===== config.mk =====
export PLATFORM = sky130hd
export DESIGN_NAME = pcw_tick_timer
export DESIGN_NICKNAME = d
export VERILOG_FILES = /design/src/rtl/pcw_tick_timer.sv
export SDC_FILE = /design/constraint.sdc
export NUM_CORES = 1
export LEC_CHECK = 0
export BUFFER_PORTS_ARGS = -buffer_cell sky130_fd_sc_hd__buf_2
export CAP_MARGIN = 20
export CORE_MARGIN = 3
export CORE_UTILIZATION = 35
export DETAILED_ROUTE_END_ITERATION = 8
export PLACE_DENSITY_LB_ADDON = 0.15
export SYNTH_ARGS = -nofsm -noshare
export SYNTH_HDL_FRONTEND = slang
export SYNTH_SLANG_ARGS = --single-unit
export TNS_END_PERCENT = 50

===== constraint.sdc =====
create_clock -name clk -period 4.2 [get_ports clk]
set_clock_uncertainty 0.2 [all_clocks]
set_input_delay 0.84 -clock clk [delete_from_list [all_inputs] [get_ports clk]]
set_output_delay 0.84 -clock clk [all_outputs]
set_load 0.01 [all_outputs]

===== src/rtl/pcw_tick_timer.sv =====
// PCW 300 Hz tick timer: exact fractional divider on the 1 MHz enable, a
// saturating pending-tick counter with clear-on-read, and a maskable interrupt.
module pcw_tick_timer #(
    parameter int INC     = 3,
    parameter int MODULUS = 10000,
    parameter int CNT_W   = 4
) (
    input  logic       clk,
    input  logic       reset,
    input  logic       ce_1mhz,
    input  logic       rd_stb,
    input  logic       int_en_set,
    input  logic       int_en_clr,
    output logic [7:0] rd_data,
    output logic       tick,
    output logic       int_n,
    output logic       int_en
);

    localparam int               PH_W    = $clog2(MODULUS + INC);
    localparam logic [PH_W-1:0]  INC_V   = PH_W'(INC);
    localparam logic [PH_W-1:0]  MOD_V   = PH_W'(MODULUS);
    localparam logic [CNT_W-1:0] CNT_MAX = {CNT_W{1'b1}};
    localparam logic [CNT_W-1:0] CNT_ONE = CNT_W'(1);

    logic [PH_W-1:0]  phase_r;
    logic [PH_W-1:0]  sum_s;
    logic [PH_W-1:0]  phase_nxt_s;
    logic             wrap_s;
    logic             tick_r;
    logic [CNT_W-1:0] count_r;
    logic [CNT_W-1:0] count_nxt_s;
    logic             overflow_r;
    logic             overflow_nxt_s;
    logic             int_en_r;
    logic             int_en_nxt_s;
    logic             int_n_r;
    logic [7:0]       rd_data_r;

    // Status byte as seen by the CPU: overflow in bit 7, count in the low bits.
    function automatic logic [7:0] pack_status(input logic ovf, input logic [CNT_W-1:0] cnt);
        return {ovf, {(7 - CNT_W){1'b0}}, cnt};
    endfunction

    // Next phase: the remainder is kept on wrap so the average rate is exact.
    always_comb begin
        sum_s  = phase_r + INC_V;
        wrap_s = (sum_s >= MOD_V);
        if (wrap_s) begin
            phase_nxt_s = sum_s - MOD_V;
        end else begin
            phase_nxt_s = sum_s;
        end
    end

    // Phase accumulator and single-cycle tick pulse.
    always_ff @(posedge clk or posedge reset) begin
        if (reset) begin
            phase_r <= {PH_W{1'b0}};
            tick_r  <= 1'b0;
        end else if (ce_1mhz) begin
            phase_r <= phase_nxt_s;
            tick_r  <= wrap_s;
        end else begin
            tick_r  <= 1'b0;
        end
    end

    // Pending-tick count; a tick coinciding with a read becomes the first new tick.
    always_comb begin
        count_nxt_s    = count_r;
        overflow_nxt_s = overflow_r;
        if (rd_stb) begin
            count_nxt_s    = tick_r ? CNT_ONE : {CNT_W{1'b0}};
            overflow_nxt_s = 1'b0;
        end else if (tick_r) begin
            if (count_r != CNT_MAX) begin
                count_nxt_s = count_r + CNT_ONE;
            end else begin
                overflow_nxt_s = 1'b1;
            end
        end else begin
            count_nxt_s = count_r;
        end
    end

    // Interrupt enable: clear has priority over set.
    always_comb begin
        if (int_en_clr) begin
            int_en_nxt_s = 1'b0;
        end else if (int_en_set) begin
            int_en_nxt_s = 1'b1;
        end else begin
            int_en_nxt_s = int_en_r;
        end
    end

    // Counter, enable, interrupt and read-data registers.
    always_ff @(posedge clk or posedge reset) begin
        if (reset) begin
            count_r    <= {CNT_W{1'b0}};
            overflow_r <= 1'b0;
            int_en_r   <= 1'b0;
            int_n_r    <= 1'b1;
            rd_data_r  <= 8'h00;
        end else begin
            count_r    <= count_nxt_s;
            overflow_r <= overflow_nxt_s;
            int_en_r   <= int_en_nxt_s;
            int_n_r    <= ~(int_en_r & (count_r != {CNT_W{1'b0}}));
            if (rd_stb) begin
                rd_data_r <= pack_status(overflow_r, count_r);
            end else begin
                rd_data_r <= rd_data_r;
            end
        end
    end

    assign tick    = tick_r;
    assign int_n   = int_n_r;
    assign int_en  = int_en_r;
    assign rd_data = rd_data_r;

endmodule


# == After elaboration in Yosys (flattened, before gate mapping) ==
# Index checks and enable logic that the tools add are counted.
# totals
register_bits,27
in_bits,6
out_inout_bits,11
# op_classes
n_addsub,3
mux,11
n_reduce_logical,6
order_cmp,1
bitwise,2
eq_ne,2
# op_table
op,count
14-bit by 2-bit adder with 14-bit output (second input constant),1
14-bit >= comparator (second input constant),1
14-bit two-way mux,1
14-bit subtractor (second input constant),1
4-bit two-way mux,3
1-bit two-way mux,7
2-bit nonzero test,3
4-bit by 1-bit adder with 4-bit output (second input constant),1
4-bit != test (second input constant),1
2-bit AND reduction,2
4-bit nonzero test,1
2-bit != test (second input constant),1
1-bit AND,1
1-bit inverter,1

# == Depth between registers and ports, before layout ==
# Gate-level depths: netlist (run 1).
# depth
word_depth,4
depth_mapped,15
depth_no_buf,13

# == Worst setup path before layout (run 1) ==
# OpenSTA, ideal clock, no wires.
# synth_path
kind,reg2reg
start,reg phase_r[0]
end,reg phase_r[4]
stages_incl_launch_ff,16
setup_slack_ps,1121
arrival_ps,2757
period_less_slack_ps,3079
cell_sequence,dfrtp_1 > inv_1 > ha_1 > nand3b_1 > buf_4 > xnor2_1 > inv_1 > ha_1 > nand2_1 > o41ai_4 > a21oi_1 > a21oi_4 > buf_4 > xor2_1 > nand2_1 > xnor2_1
# synth_via
elab_chain_cells,3
elab_cells_between_ends,4
cone_classes,2 x add/sub; 1 x order compare; 1 x mux
# synth_rtl
element,line_no,text
start: declaration,26,logic [PH_W-1:0] phase_r;
start signal: assignment,59,phase_r <= {PH_W{1'b0}};
start signal: assignment,62,phase_r <= phase_nxt_s;
14-bit by 2-bit adder with 14-bit output (*),47,sum_s = phase_r + INC_V;
14-bit subtractor / 14-bit >= comparator (equally long branches),"50, 48",
14-bit two-way mux (*),49,if (wrap_s) begin
# Mark *: on every way between the ends. The rest lies on a longest branch, timed or not.
# A chain may end at the register's enable or synchronous reset.

# == Worst setup path in the final report (run 1) ==
# layout_path
start,reg phase_r[0]
end,reg phase_r[9]
# The elaborated chain is that of the path after synthesis.

==> summary.txt, run 1 <==
Timing
  – Tcrit/Tclk final: 0.847
  – Rel. slew slack: 0.627
  – Max-slew violations: 0
  – Tmin final: 3560 ps
  – Fmax: 0.281 GHz
  – Slew @ Worst Pin: 558 ps
  – Final setup vio count: 0
  – Final Hold Viols: 0
  – RSZ-0062 raised after global routing: no
  – Setup tns final: 0 ps

Route
  – WL/cell: 13.6 µm
  – DR vias/cell: 5.12
  – Final ANT Viol Nets: 0
  – Via count: 1358
  – DRT Wirelength: 3610 µm
  – Drt pass-1 iters: 4
  – DR DRC count: 0
  – Initial DRC count: 133

Global routing
  – Vias in the first global route: 1230
  – GRT Total Usage: 0.125
  – Grt ovf: 0
  – Antenna violations before repair: 0
  – First-pass GRT wire length: 6190 µm
  – Largest net degree at the start of global routing: 28

Synth
  – Post-synth top area share: 0.354
  – Ranking of synthesized cells by area: dfrtp_1 (35%), xnor2_1 (6.2%), xor2_1 (4.3%)
  – Mapped Area: 0.00184 mm²
  – Area leader, netlist: dfrtp_1
  – Synth unique cells: 51
  – Avg Inst Size Synth: 9.56 µm²
  – Top cells by count, synth: dfrtp_1 (26), nor2_1 (20), xnor2_1 (13)
  – Cell count after synthesis: 192
  – Number of flops mapped to enable cells by yosys: 0
  – Main synth FF type: dfrtp_1
  – Async S/R FF share, synth: 1.00
  – Ys Warns: 0
  – Post-synthesis sequential area ratio: 0.369
  – Flip-flop and latch count after synthesis: 27
  – Most numerous cell in the Yosys netlist: dfrtp_1

Hold path
  – Worst hold path class: reg2reg

Floorplanning
  – Die height: 78.4 µm
  – Initial Util: 0.376
  – FP Rows: 25
  – Core box area: 0.00488 mm²
  – # IOs: 17
  – Die width: 78.4 µm
  – Die area: 0.00615 mm²

Clock tree
  – CTS tree: yes
  – Clock Path Buffers: 2
  – Cts hold-fix bufs: 0
  – TritonCTS Sinks: 27
  – Post-cts resize count: 0
  – CTS buffer count: 3
  – Post-CTS Repair Setup Buffers: 0
  – CTS H-Tree Depth: 1
  – Clock root cell: clkbuf_8
  – Clk pin slew, worst setup/hold paths: 100 ps
  – Clk Latency, worst-skew pair: 280 ps

Pwr
  – Max VDD drop: 0.305 mV
  – P per Cell Area: 476 mW/mm²
  – P_leak: 0.844 nW
  – Total power: 938 µW

Cells and area
  – Final nets: 211
  – Area occupied by multi-input gates: 0.00104 mm²
  – Sequential cell area: 677 µm²
  – Share of layout cells above drive strength 1: 0.197
  – Filler instances: 506
  – Layout overhead on the synthesized area: 7.36%
  – Post-route cell area: 0.00197 mm²
  – ANT cells: 0
  – Final Core Density: 0.404

Critical path
  – Kind of critical path: reg2reg
  – Worst Path Max Fanout: 18
  – Cell Chain, Critical Path: inv_1 -> ha_1 -> nand3b_1 -> buf_4 -> xnor2_1 -> inv_1 -> ha_1 -> nand2_1 -> o41ai_4 -> a21oi_1 -> a21oi_4 -> nand2b_1 -> mux2i_1 -> xor2_1
  – Crit-path max cell delay: 530 ps
  – Crit end category: flop
  – Worst EP arrival: 3570 ps
  – Startpoint class of the critical path: flop
  – Reg-to-reg endpoint: phase_r[9]$_DFFE_PP0P_
  – R2R cell count: 14
  – Setup crit end: phase_r[9]$_DFFE_PP0P_
  – CP max stage cell: dfrtp_1
  – Worst R2R Setup Slack: 640 ps
  – R2r startpoint: phase_r[0]$_DFFE_PP0P_
  – Critical path origin: phase_r[0]$_DFFE_PP0P_
  – Required time worst endpoint: 4210 ps

Placed design
  – GPL Wtd Cong: 0.789
  – Detail Placement HPWL: 2610 µm
  – I/O Buffers: 13
  – Placed inst area: 0.00191 mm²

Status
  – Outcome: finished, final reports clean

Run
  – Max-cap viol count: 0
## final cells by class
| cell class | instances | area share |
|---|---|---|
| clock buffer | 3 | 0.0210 |
| clock inverter | 1 | 0.00381 |
| inverter | 10 | 0.0190 |
| multi-input combinational | 142 | 0.526 |
| sequential | 27 | 0.343 |
| tap | 67 | 0.0425 |
| timing repair buffer | 15 | 0.0444 |
## cells in the final DEF, fill, tap and decap left out, types with 2 or more instances in the layout
master     n
o21a_1     3
xor2_1     9
or3_1      2
nand2_1   11
nor2_1    20
o21ai_0    5
nor3_1     7
a21oi_1    4
inv_1     10
dfrtp_1   26
ha_1       6
o21ai_1    6
buf_2     13
nand3_1    3
xnor2_1   13
nand4b_1   2
nand4_1    4
nand2b_1   3
mux2i_1    4
a31oi_1    5
clkbuf_8   3
conb_1     3
mux2_2     6
nor3_2     2
o31ai_1    2
## layer usage
layer / wire, µm / share of wire / up-vias / track usage
met5: 0 / 0 / - / 0
met4: 46 / 0.013 / 0 / 0.0437
met3: 99 / 0.027 / 5 / 0.0183
met2: 1620 / 0.45 / 28 / 0.187
met1: 1840 / 0.51 / 649 / 0.182
li1: - / - / 676 / -
## critical path: cells and delay by family, from the launching register on
kind	cells	cell delay, ps
simple gates	3	460
xor+xnor	2	320
compound gates	3	940
flops	1	530
fa+ha+maj	2	440
mux	1	220
buf+inv	3	360
## where the power goes
group	leakage, nW	internal, mW	switching [mW]
Sequential	0.353	0.304	0.110
Clock	0.0217	0.0675	0.0887
Combinational	0.469	0.160	0.209
## kinds of logic (layout without fill, tap and decap cells)
| family | after synthesis | in the layout | share of synthesized area |
|---|---|---|---|
| AND/OR/NAND/NOR | 63 | 63 | 0.194 |
| AO/OA/AOI/OAI | 38 | 38 | 0.160 |
| adder cells (fa/ha/maj) | 6 | 6 | 0.0409 |
| other | 1 | 3 | 0.00204 |
| XOR/XNOR | 22 | 22 | 0.105 |
| flip-flops | 27 | 27 | 0.369 |
| buffers and inverters | 25 | 29 | 0.0709 |
| multiplexers | 10 | 10 | 0.0586 |
## sequential cells by signal, summed over array words and instances, names as in the netlist
register	cells
phase_r	14
rd_data	5
count_r	4
int_en	1
int_n	1
overflow_r	1
tick	1
## worst min path at each step
stage               cells after the start              end                from  slack, ps
global route                            1  int_n$_DFF_PP1_  int_en$_DFFE_PP0P_        240
finish                                  1  int_n$_DFF_PP1_  int_en$_DFFE_PP0P_        230
CTS                                     1  int_n$_DFF_PP1_  int_en$_DFFE_PP0P_        230
detailed placement                      1  int_n$_DFF_PP1_  int_en$_DFFE_PP0P_        210
floorplan                               1  int_n$_DFF_PP1_  int_en$_DFFE_PP0P_        250
global placement                        1  int_n$_DFF_PP1_  int_en$_DFFE_PP0P_        200
## per-stage QoR
stage,hold WS (ps),setup WS [ps],std cells
2_1_floorplan,251,1120,194
3_3_place_gp,198,870,260
3_5_place_dp,212,691,260
4_1_cts,227,630,264
5_1_grt,242,305,265
6_report,226,642,265
Power figures use the tool's default switching activity.
==> run 2, diff against run 1 <==
==> constraint.sdc (replaced) <==
create_clock -name clk -period 2.9 [get_ports clk]
set_clock_uncertainty 0.2 [all_clocks]
set_input_delay 0.58 -clock clk [delete_from_list [all_inputs] [get_ports clk]]
set_output_delay 0.58 -clock clk [all_outputs]
set_load 0.01 [all_outputs]
==> run 2 against run 1 <==
Against the previous run: the run now ends with negative setup slack left; critical path depth is the same; hold slack lost 180 ps; global-route usage grew 1.1 points; first-iteration DRC count shrank 48%; cell count grew 11%; clock power grew 47%; utilization grew 5.9 points; sequential share of layout area shrank 4.3 points; maximum frequency grew 20%; setup slack lost 720 ps; via count grew 7.1%.
==> summary.txt, run 2 (synthesis results as in run 1) <==
Status
  – Outcome: complete, but fails checks (was finished, final reports clean)
  – Failing checks: negative setup slack

Floorplanning
  – Core box area: 0.00488 mm² (unchanged)
  – Die height: 78.4 µm (unchanged)
  – # IOs: 17 (unchanged)
  – FP Rows: 25 (unchanged)
  – Die width: 78.4 µm (unchanged)
  – Die area: 0.00615 mm² (unchanged)
  – Initial Util: 0.376 (unchanged)

Cells and area
  – Sequential cell area: 679 µm² (was 677 µm²)
  – Most frequent cells in the layout: buf_4 (28), dfrtp_1 (24), nor2_1 (20) (was dfrtp_1 (26), nor2_1 (20), xnor2_1 (13), buf_2 (13), nand2_1 (11))
  – Largest Register: phase_r (unchanged)
  – Share of layout cells above drive strength 1: 0.361 (was 0.197)
  – Filler instances: 497 (was 506)
  – Max reg flops: 14 (unchanged)
  – Final nets: 240 (was 211)
  – Layout overhead on the synthesized area: 23.2% (was 7.36%)
  – Final Non-Filler Cells: 294 (was 265)
  – ANT cells: 0 (unchanged)
  – Commonest non-fill, non-tap cell in the layout: buf_4 (was dfrtp_1)
  – Area occupied by multi-input gates: 0.00109 mm² (was 0.00104 mm²)

Timing
  – Final Hold Viols: 0 (unchanged)
  – Slack of the critical path: -76.2 ps (was 642 ps)
  – Hold slack: 48.2 ps (was 226 ps)
  – Fmax: 0.336 GHz (was 0.281 GHz)
  – Max-slew violations: 0 (unchanged)
  – Setup tns final: -189 ps (was 0 ps)
  – Final setup vio count: 5 (was 0)
  – Tmin final: 2980 ps (was 3560 ps)
  – Tcrit/Tclk final: 1.03 (was 0.847)
  – RSZ-0062 raised after global routing: yes (was no)

Pwr
  – Total power: 1.65 mW (was 938 µW)
  – Max VDD drop: 0.472 mV (was 0.305 mV)
  – P_leak: 0.997 nW (was 0.844 nW)
  – P per Cell Area: 732 mW/mm² (was 476 mW/mm²)

Global routing
  – First-pass GRT wire length: 6710 µm (was 6190 µm)
  – Grt ovf: 0 (unchanged)
  – Antenna violations before repair: 0 (unchanged)
  – GRT Total Usage: 0.135 (was 0.125)
  – Vias in the first global route: 1383 (was 1230)
  – Largest net degree at the start of global routing: 20 (was 28)

Clock tree
  – Cts hold-fix bufs: 0 (unchanged)
  – Clock root cell: clkbuf_8 (unchanged)
  – Clk Latency, worst-skew pair: 280 ps (about the same)
  – TritonCTS Sinks: 27 (unchanged)
  – CTS buffer count: 3 (unchanged)
  – Clk pin slew, worst setup/hold paths: 100 ps (about the same)
  – CTS tree: yes (unchanged)
  – CTS H-Tree Depth: 1 (unchanged)
  – Clock Path Buffers: 2 (unchanged)

Critical path
  – Worst R2R Setup Slack: -80 ps (was 640 ps)
  – Kind of critical path: reg2reg (unchanged)
  – R2r startpoint: phase_r[1]$_DFFE_PP0P_ (was phase_r[0]$_DFFE_PP0P_)
  – Crit end category: flop (unchanged)
  – Startpoint class of the critical path: flop (unchanged)
  – Worst Path Max Fanout: 6 (was 18)
  – Worst EP arrival: 2990 ps (was 3570 ps)
  – Reg-to-reg endpoint: phase_r[6]$_DFFE_PP0P_ (was phase_r[9]$_DFFE_PP0P_)
  – R2R cell count: 14 (unchanged)
  – Required time worst endpoint: 2910 ps (was 4210 ps)

Route
  – Final ANT Viol Nets: 0 (unchanged)
  – DRT Wirelength: 3950 µm (was 3610 µm)
  – Initial DRC count: 69 (was 133)
  – WL/cell: 13.4 µm (was 13.6 µm)
  – Drt pass-1 iters: 4 (unchanged)
  – Via count: 1455 (was 1358)
  – DR vias/cell: 4.95 (was 5.12)
  – DR DRC count: 0 (unchanged)

Hold path
  – Worst hold path class: in2async (was reg2reg)

Placed design
  – GPL Wtd Cong: 0.856 (was 0.789)
  – Detail Placement HPWL: 2950 µm (was 2610 µm)
  – Placed Cells: 282 (was 260)
  – I/O Buffers: 13 (unchanged)
  – Pre-CTS setup slack: -59.1 ps (was 691 ps)

Run
  – Max-cap viol count: 0 (unchanged)
[run 2: changes by cell type in the layout (fill, tap and decap cells not counted), moves of 3 or more]
cell / change
inv_2: +3
ha_1: -3
buf_4: +27
inv_1: -3
[run 2: how the worst max path moves through the flow]
stage | from | end | slack, ps | cells past startpoint
6_report | phase_r[1]$_DFFE_PP0P_ | phase_r[6]$_DFFE_PP0P_ | -80 | 14
5_1_grt | phase_r[1]$_DFFE_PP0P_ | phase_r[12]$_DFFE_PP0P_ | -280 | 13
4_1_cts | phase_r[1]$_DFFE_PP0P_ | phase_r[12]$_DFFE_PP0P_ | -70 | 13
3_5_place_dp | phase_r[1]$_DFFE_PP0P_ | phase_r[8]$_DFFE_PP0P_ | -60 | 14
3_3_place_gp | phase_r[0]$_DFFE_PP0P_ | phase_r[8]$_DFFE_PP0P_ | 20 | 14
2_1_floorplan | phase_r[0]$_DFFE_PP0P_ | phase_r[4]$_DFFE_PP0P_ | -40 | 15
[run 2: power by group]
part           leakage [nW]  total [mW]  switching [mW]  internal [mW]
clock network        0.0217       0.229           0.131         0.0978
registers             0.351       0.536          0.0919          0.444
logic                 0.624       0.889           0.457          0.433
total                 0.997        1.65           0.679          0.974
[run 2: worst max-delay path: stages, from the launching register on]
cell and delay, ps:
dfrtp_2 420, inv_2 60, ha_4 150, nand3b_1 210
xnor2_2 230, ha_2 210, nand4b_1 80, o22a_1 260
a21oi_2 200, a21oi_4 90, buf_6 140, buf_4 130
o21a_1 160, o21ai_1 210, xnor2_1 140
[run 2: timing repair]
| action | 4_1_cts | 5_1_grt |
|---|---|---|
| hold endpoints to repair | 0 | 0 |
| setup buffers | 1 | 7 |
| gates resized for setup | 0 | 8 |
| endpoints found under the setup margin | 2 | 9 |
| pin swaps | 1 | 14 |
[run 2: cell type report]
| cell class | instances | area share |
|---|---|---|
| Multi-Input combinational cell | 142 | 0.484 |
| Sequential cell | 27 | 0.300 |
| Timing Repair Buffer | 44 | 0.141 |
| Tap cell | 67 | 0.0371 |
| Clock buffer | 3 | 0.0183 |
| Inverter | 10 | 0.0166 |
| Clock inverter | 1 | 0.00332 |
[run 2: through the flow]
step	area [µm²]	util
detailed placement	2100	0.431
floorplan	1880	-
finish	2260	0.463
global placement	2100	0.431
CTS	2160	0.443
global route	2260	0.463
[run 2: metal layers]
| metal | vias to the layer above | GRT usage | routed length [µm] |
|---|---|---|---|
| met5 | - | 0 | 0 |
| met1 | 705 | 0.198 | 1910 |
| met4 | 0 | 0.0297 | 21 |
| met3 | 2 | 0.0149 | 76 |
| met2 | 19 | 0.215 | 1940 |
| li1 | 729 | - | - |
==> run 3, diff against run 2 <==
--- a/config.mk
+++ b/config.mk
@@ -8,7 +8,7 @@
 export BUFFER_PORTS_ARGS = -buffer_cell sky130_fd_sc_hd__buf_2
 export CAP_MARGIN = 20
 export CORE_MARGIN = 3
-export CORE_UTILIZATION = 35
+export CORE_UTILIZATION = 52
 export DETAILED_ROUTE_END_ITERATION = 8
 export PLACE_DENSITY_LB_ADDON = 0.15
 export SYNTH_ARGS = -nofsm -noshare
==> run 3 against run 2 <==
Against the previous run: the flow still finishes with violations (negative setup slack); clock power shrank 24%; highest routed layer unchanged; critical path depth is the same; global-route usage grew 6.8 points; wire length grew 4.8%; cell count shrank 10%; combinational power shrank 6.7%; maximum frequency shrank 0.26%; first-iteration DRC count grew 83%; critical endpoint is now phase_r[12]$_DFFE_PP0P_; largest cell class unchanged; final area shrank 4.0%.
==> summary.txt, run 3 (synthesis results as in run 1) <==
Floorplanning
  – Initial Util: 0.573 (was 0.376)
  – Die height: 65.4 µm (was 78.4 µm)
  – # IOs: 17 (unchanged)
  – FP Rows: 20 (was 25)
  – Core box area: 0.00320 mm² (was 0.00488 mm²)
  – Die area: 0.00428 mm² (was 0.00615 mm²)
  – Die width: 65.4 µm (was 78.4 µm)

Critical path
  – Reg-to-reg endpoint: phase_r[12]$_DFFE_PP0P_ (was phase_r[6]$_DFFE_PP0P_)
  – Worst R2R Setup Slack: -80 ps (about the same)
  – R2R cell count: 14 (unchanged)
  – Required time worst endpoint: 2930 ps (was 2910 ps)
  – R2r startpoint: phase_r[1]$_DFFE_PP0P_ (unchanged)
  – Crit end category: flop (unchanged)
  – Startpoint class of the critical path: flop (unchanged)
  – Kind of critical path: reg2reg (unchanged)
  – Worst Path Max Fanout: 5 (was 6)
  – Worst EP arrival: 3010 ps (was 2990 ps)

Global routing
  – First-pass GRT wire length: 6780 µm (was 6710 µm)
  – GRT Total Usage: 0.203 (was 0.135)
  – Grt ovf: 0 (unchanged)
  – Antenna violations before repair: 0 (unchanged)
  – Largest net degree at the start of global routing: 21 (was 20)
  – Vias in the first global route: 1464 (was 1383)

Cells and area
  – Share of layout cells above drive strength 1: 0.350 (was 0.361)
  – Most frequent cells in the layout: dfrtp_1 (24), buf_4 (21), nor2_1 (18) (was buf_4 (28), dfrtp_1 (24), nor2_1 (20))
  – Layout overhead on the synthesized area: 18.2% (was 23.2%)
  – Largest Register: phase_r (unchanged)
  – Max reg flops: 14 (unchanged)
  – Final nets: 233 (was 240)
  – Commonest non-fill, non-tap cell in the layout: dfrtp_1 (was buf_4)
  – Final Core Density: 0.677 (was 0.463)
  – ANT cells: 0 (unchanged)

Clock tree
  – TritonCTS Sinks: 27 (unchanged)
  – CTS buffer count: 3 (unchanged)
  – Clock Path Buffers: 2 (unchanged)
  – Clk pin slew, worst setup/hold paths: 160 ps (was 100 ps)
  – Cts hold-fix bufs: 0 (unchanged)
  – CTS tree: yes (unchanged)
  – CTS H-Tree Depth: 1 (unchanged)
  – Clock root cell: clkbuf_4 (was clkbuf_8)
  – Clk Latency, worst-skew pair: 340 ps (was 280 ps)

Route
  – Initial DRC count: 126 (was 69)
  – Drt pass-1 iters: 4 (unchanged)
  – Via count: 1499 (was 1455)
  – WL/cell: 15.7 µm (was 13.4 µm)
  – Final ANT Viol Nets: 0 (unchanged)
  – DR DRC count: 0 (unchanged)
  – DR vias/cell: 5.68 (was 4.95)
  – DRT Wirelength: 4140 µm (was 3950 µm)

Placed design
  – Pre-CTS setup slack: -87.4 ps (was -59.1 ps)
  – GPL Wtd Cong: 0.895 (was 0.856)
  – I/O Buffers: 13 (unchanged)
  – Detail Placement HPWL: 3020 µm (was 2950 µm)

Timing
  – Fmax: 0.335 GHz (was 0.336 GHz)
  – Tcrit/Tclk final: 1.03 (about the same)
  – Max-slew violations: 0 (unchanged)
  – Final Hold Viols: 0 (unchanged)
  – RSZ-0062 raised after global routing: yes (unchanged)
  – Final setup vio count: 2 (was 5)
  – Slack of the critical path: -84.0 ps (was -76.2 ps)
  – Rel. slew slack: 0.463
  – Tmin final: 2980 ps (about the same)
  – Slew @ Worst Pin: 805 ps

Status
  – Failing checks: negative setup slack (unchanged)
  – Outcome: complete, but fails checks (unchanged)

Pwr
  – P per Cell Area: 721 mW/mm² (was 732 mW/mm²)
  – Max VDD drop: 0.527 mV (was 0.472 mV)
  – P_leak: 0.951 nW (was 0.997 nW)

Hold path
  – Worst hold path class: in2async (unchanged)

Run
  – Max-cap viol count: 0 (unchanged)
## run 3: cell count changes in the layout (fill, tap and decap cells not counted), sizes merged
cell | previous run | this run
buf | 44 | 37
## run 3: power breakdown
part,switching (mW),internal [mW]
clock network,0.122,0.0529
logic,0.440,0.388
registers,0.118,0.443
total,0.681,0.885
## run 3: through the flow
| step | instance area, µm² | hold slack [ps] | setup TNS (ps) | cells | power [mW] |
|---|---|---|---|---|---|
| floorplan | 1880 | 251 | -58.5 | 194 | 1.10 |
| global placement | 2060 | 205 | 0 | 255 | 1.26 |
| detailed placement | 2060 | 217 | -133 | 255 | 1.30 |
| CTS | 2120 | 171 | -145 | 261 | 1.51 |
| global route | 2170 | 168 | -1010 | 264 | 1.67 |
| finish | 2170 | 160 | -133 | 264 | 1.57 |
## run 3: how the worst max path moves through the flow
stage                                      start                 endpoint  slack, ps  cells after the start
after floorplan           phase_r[0]$_DFFE_PP0P_   phase_r[4]$_DFFE_PP0P_        -40                     15
after global placement    phase_r[1]$_DFFE_PP0P_  phase_r[12]$_DFFE_PP0P_         20                     14
after detailed placement  phase_r[1]$_DFFE_PP0P_  phase_r[12]$_DFFE_PP0P_        -90                     14
after CTS                 phase_r[0]$_DFFE_PP0P_  phase_r[12]$_DFFE_PP0P_        -60                     13
after global routing      phase_r[0]$_DFFE_PP0P_  phase_r[12]$_DFFE_PP0P_       -270                     14
final                     phase_r[1]$_DFFE_PP0P_  phase_r[12]$_DFFE_PP0P_        -80                     14
## run 3: repair_timing
| action | CTS | global route |
|---|---|---|
| setup endpoints to repair | 6 | 9 |
| resized for setup | 6 | 4 |
| setup buffers | 2 | 3 |
| gates cloned | 0 | 0 |
| pin swaps | 8 | 8 |
## run 3: cell type report
class | instances | area [µm²]
clock buffer | 3 | 22.5
clock inverter | 1 | 7.51
fill | 266 | 1030
inverter | 10 | 37.5
multi-input combinational | 142 | 1100
sequential | 27 | 679
tap | 44 | 55.1
timing repair buffer | 37 | 265
## run 3: worst max-delay path, cell delays in order (launching register included)
cell and delay (ps):
dfrtp_2 450, buf_6 130, nor2_4 100, nor2_2 60, nand2_2 90, xor2_2 230
ha_2 240, nand4b_1 100, o22a_1 250, a21oi_2 180, a21oi_4 100, buf_6 140
or3_1 360, a31oi_1 180, a31oi_1 60
## run 3: layer usage
| metal | wire [µm] | global-route usage | vias to the layer above |
|---|---|---|---|
| met1 | 1770 | 0.245 | 741 |
| met3 | 156 | 0.0274 | 4 |
| met5 | 0 | 0 | - |
| met2 | 2190 | 0.379 | 37 |
| met4 | 28 | 0.0440 | 0 |
| li1 | - | - | 717 |
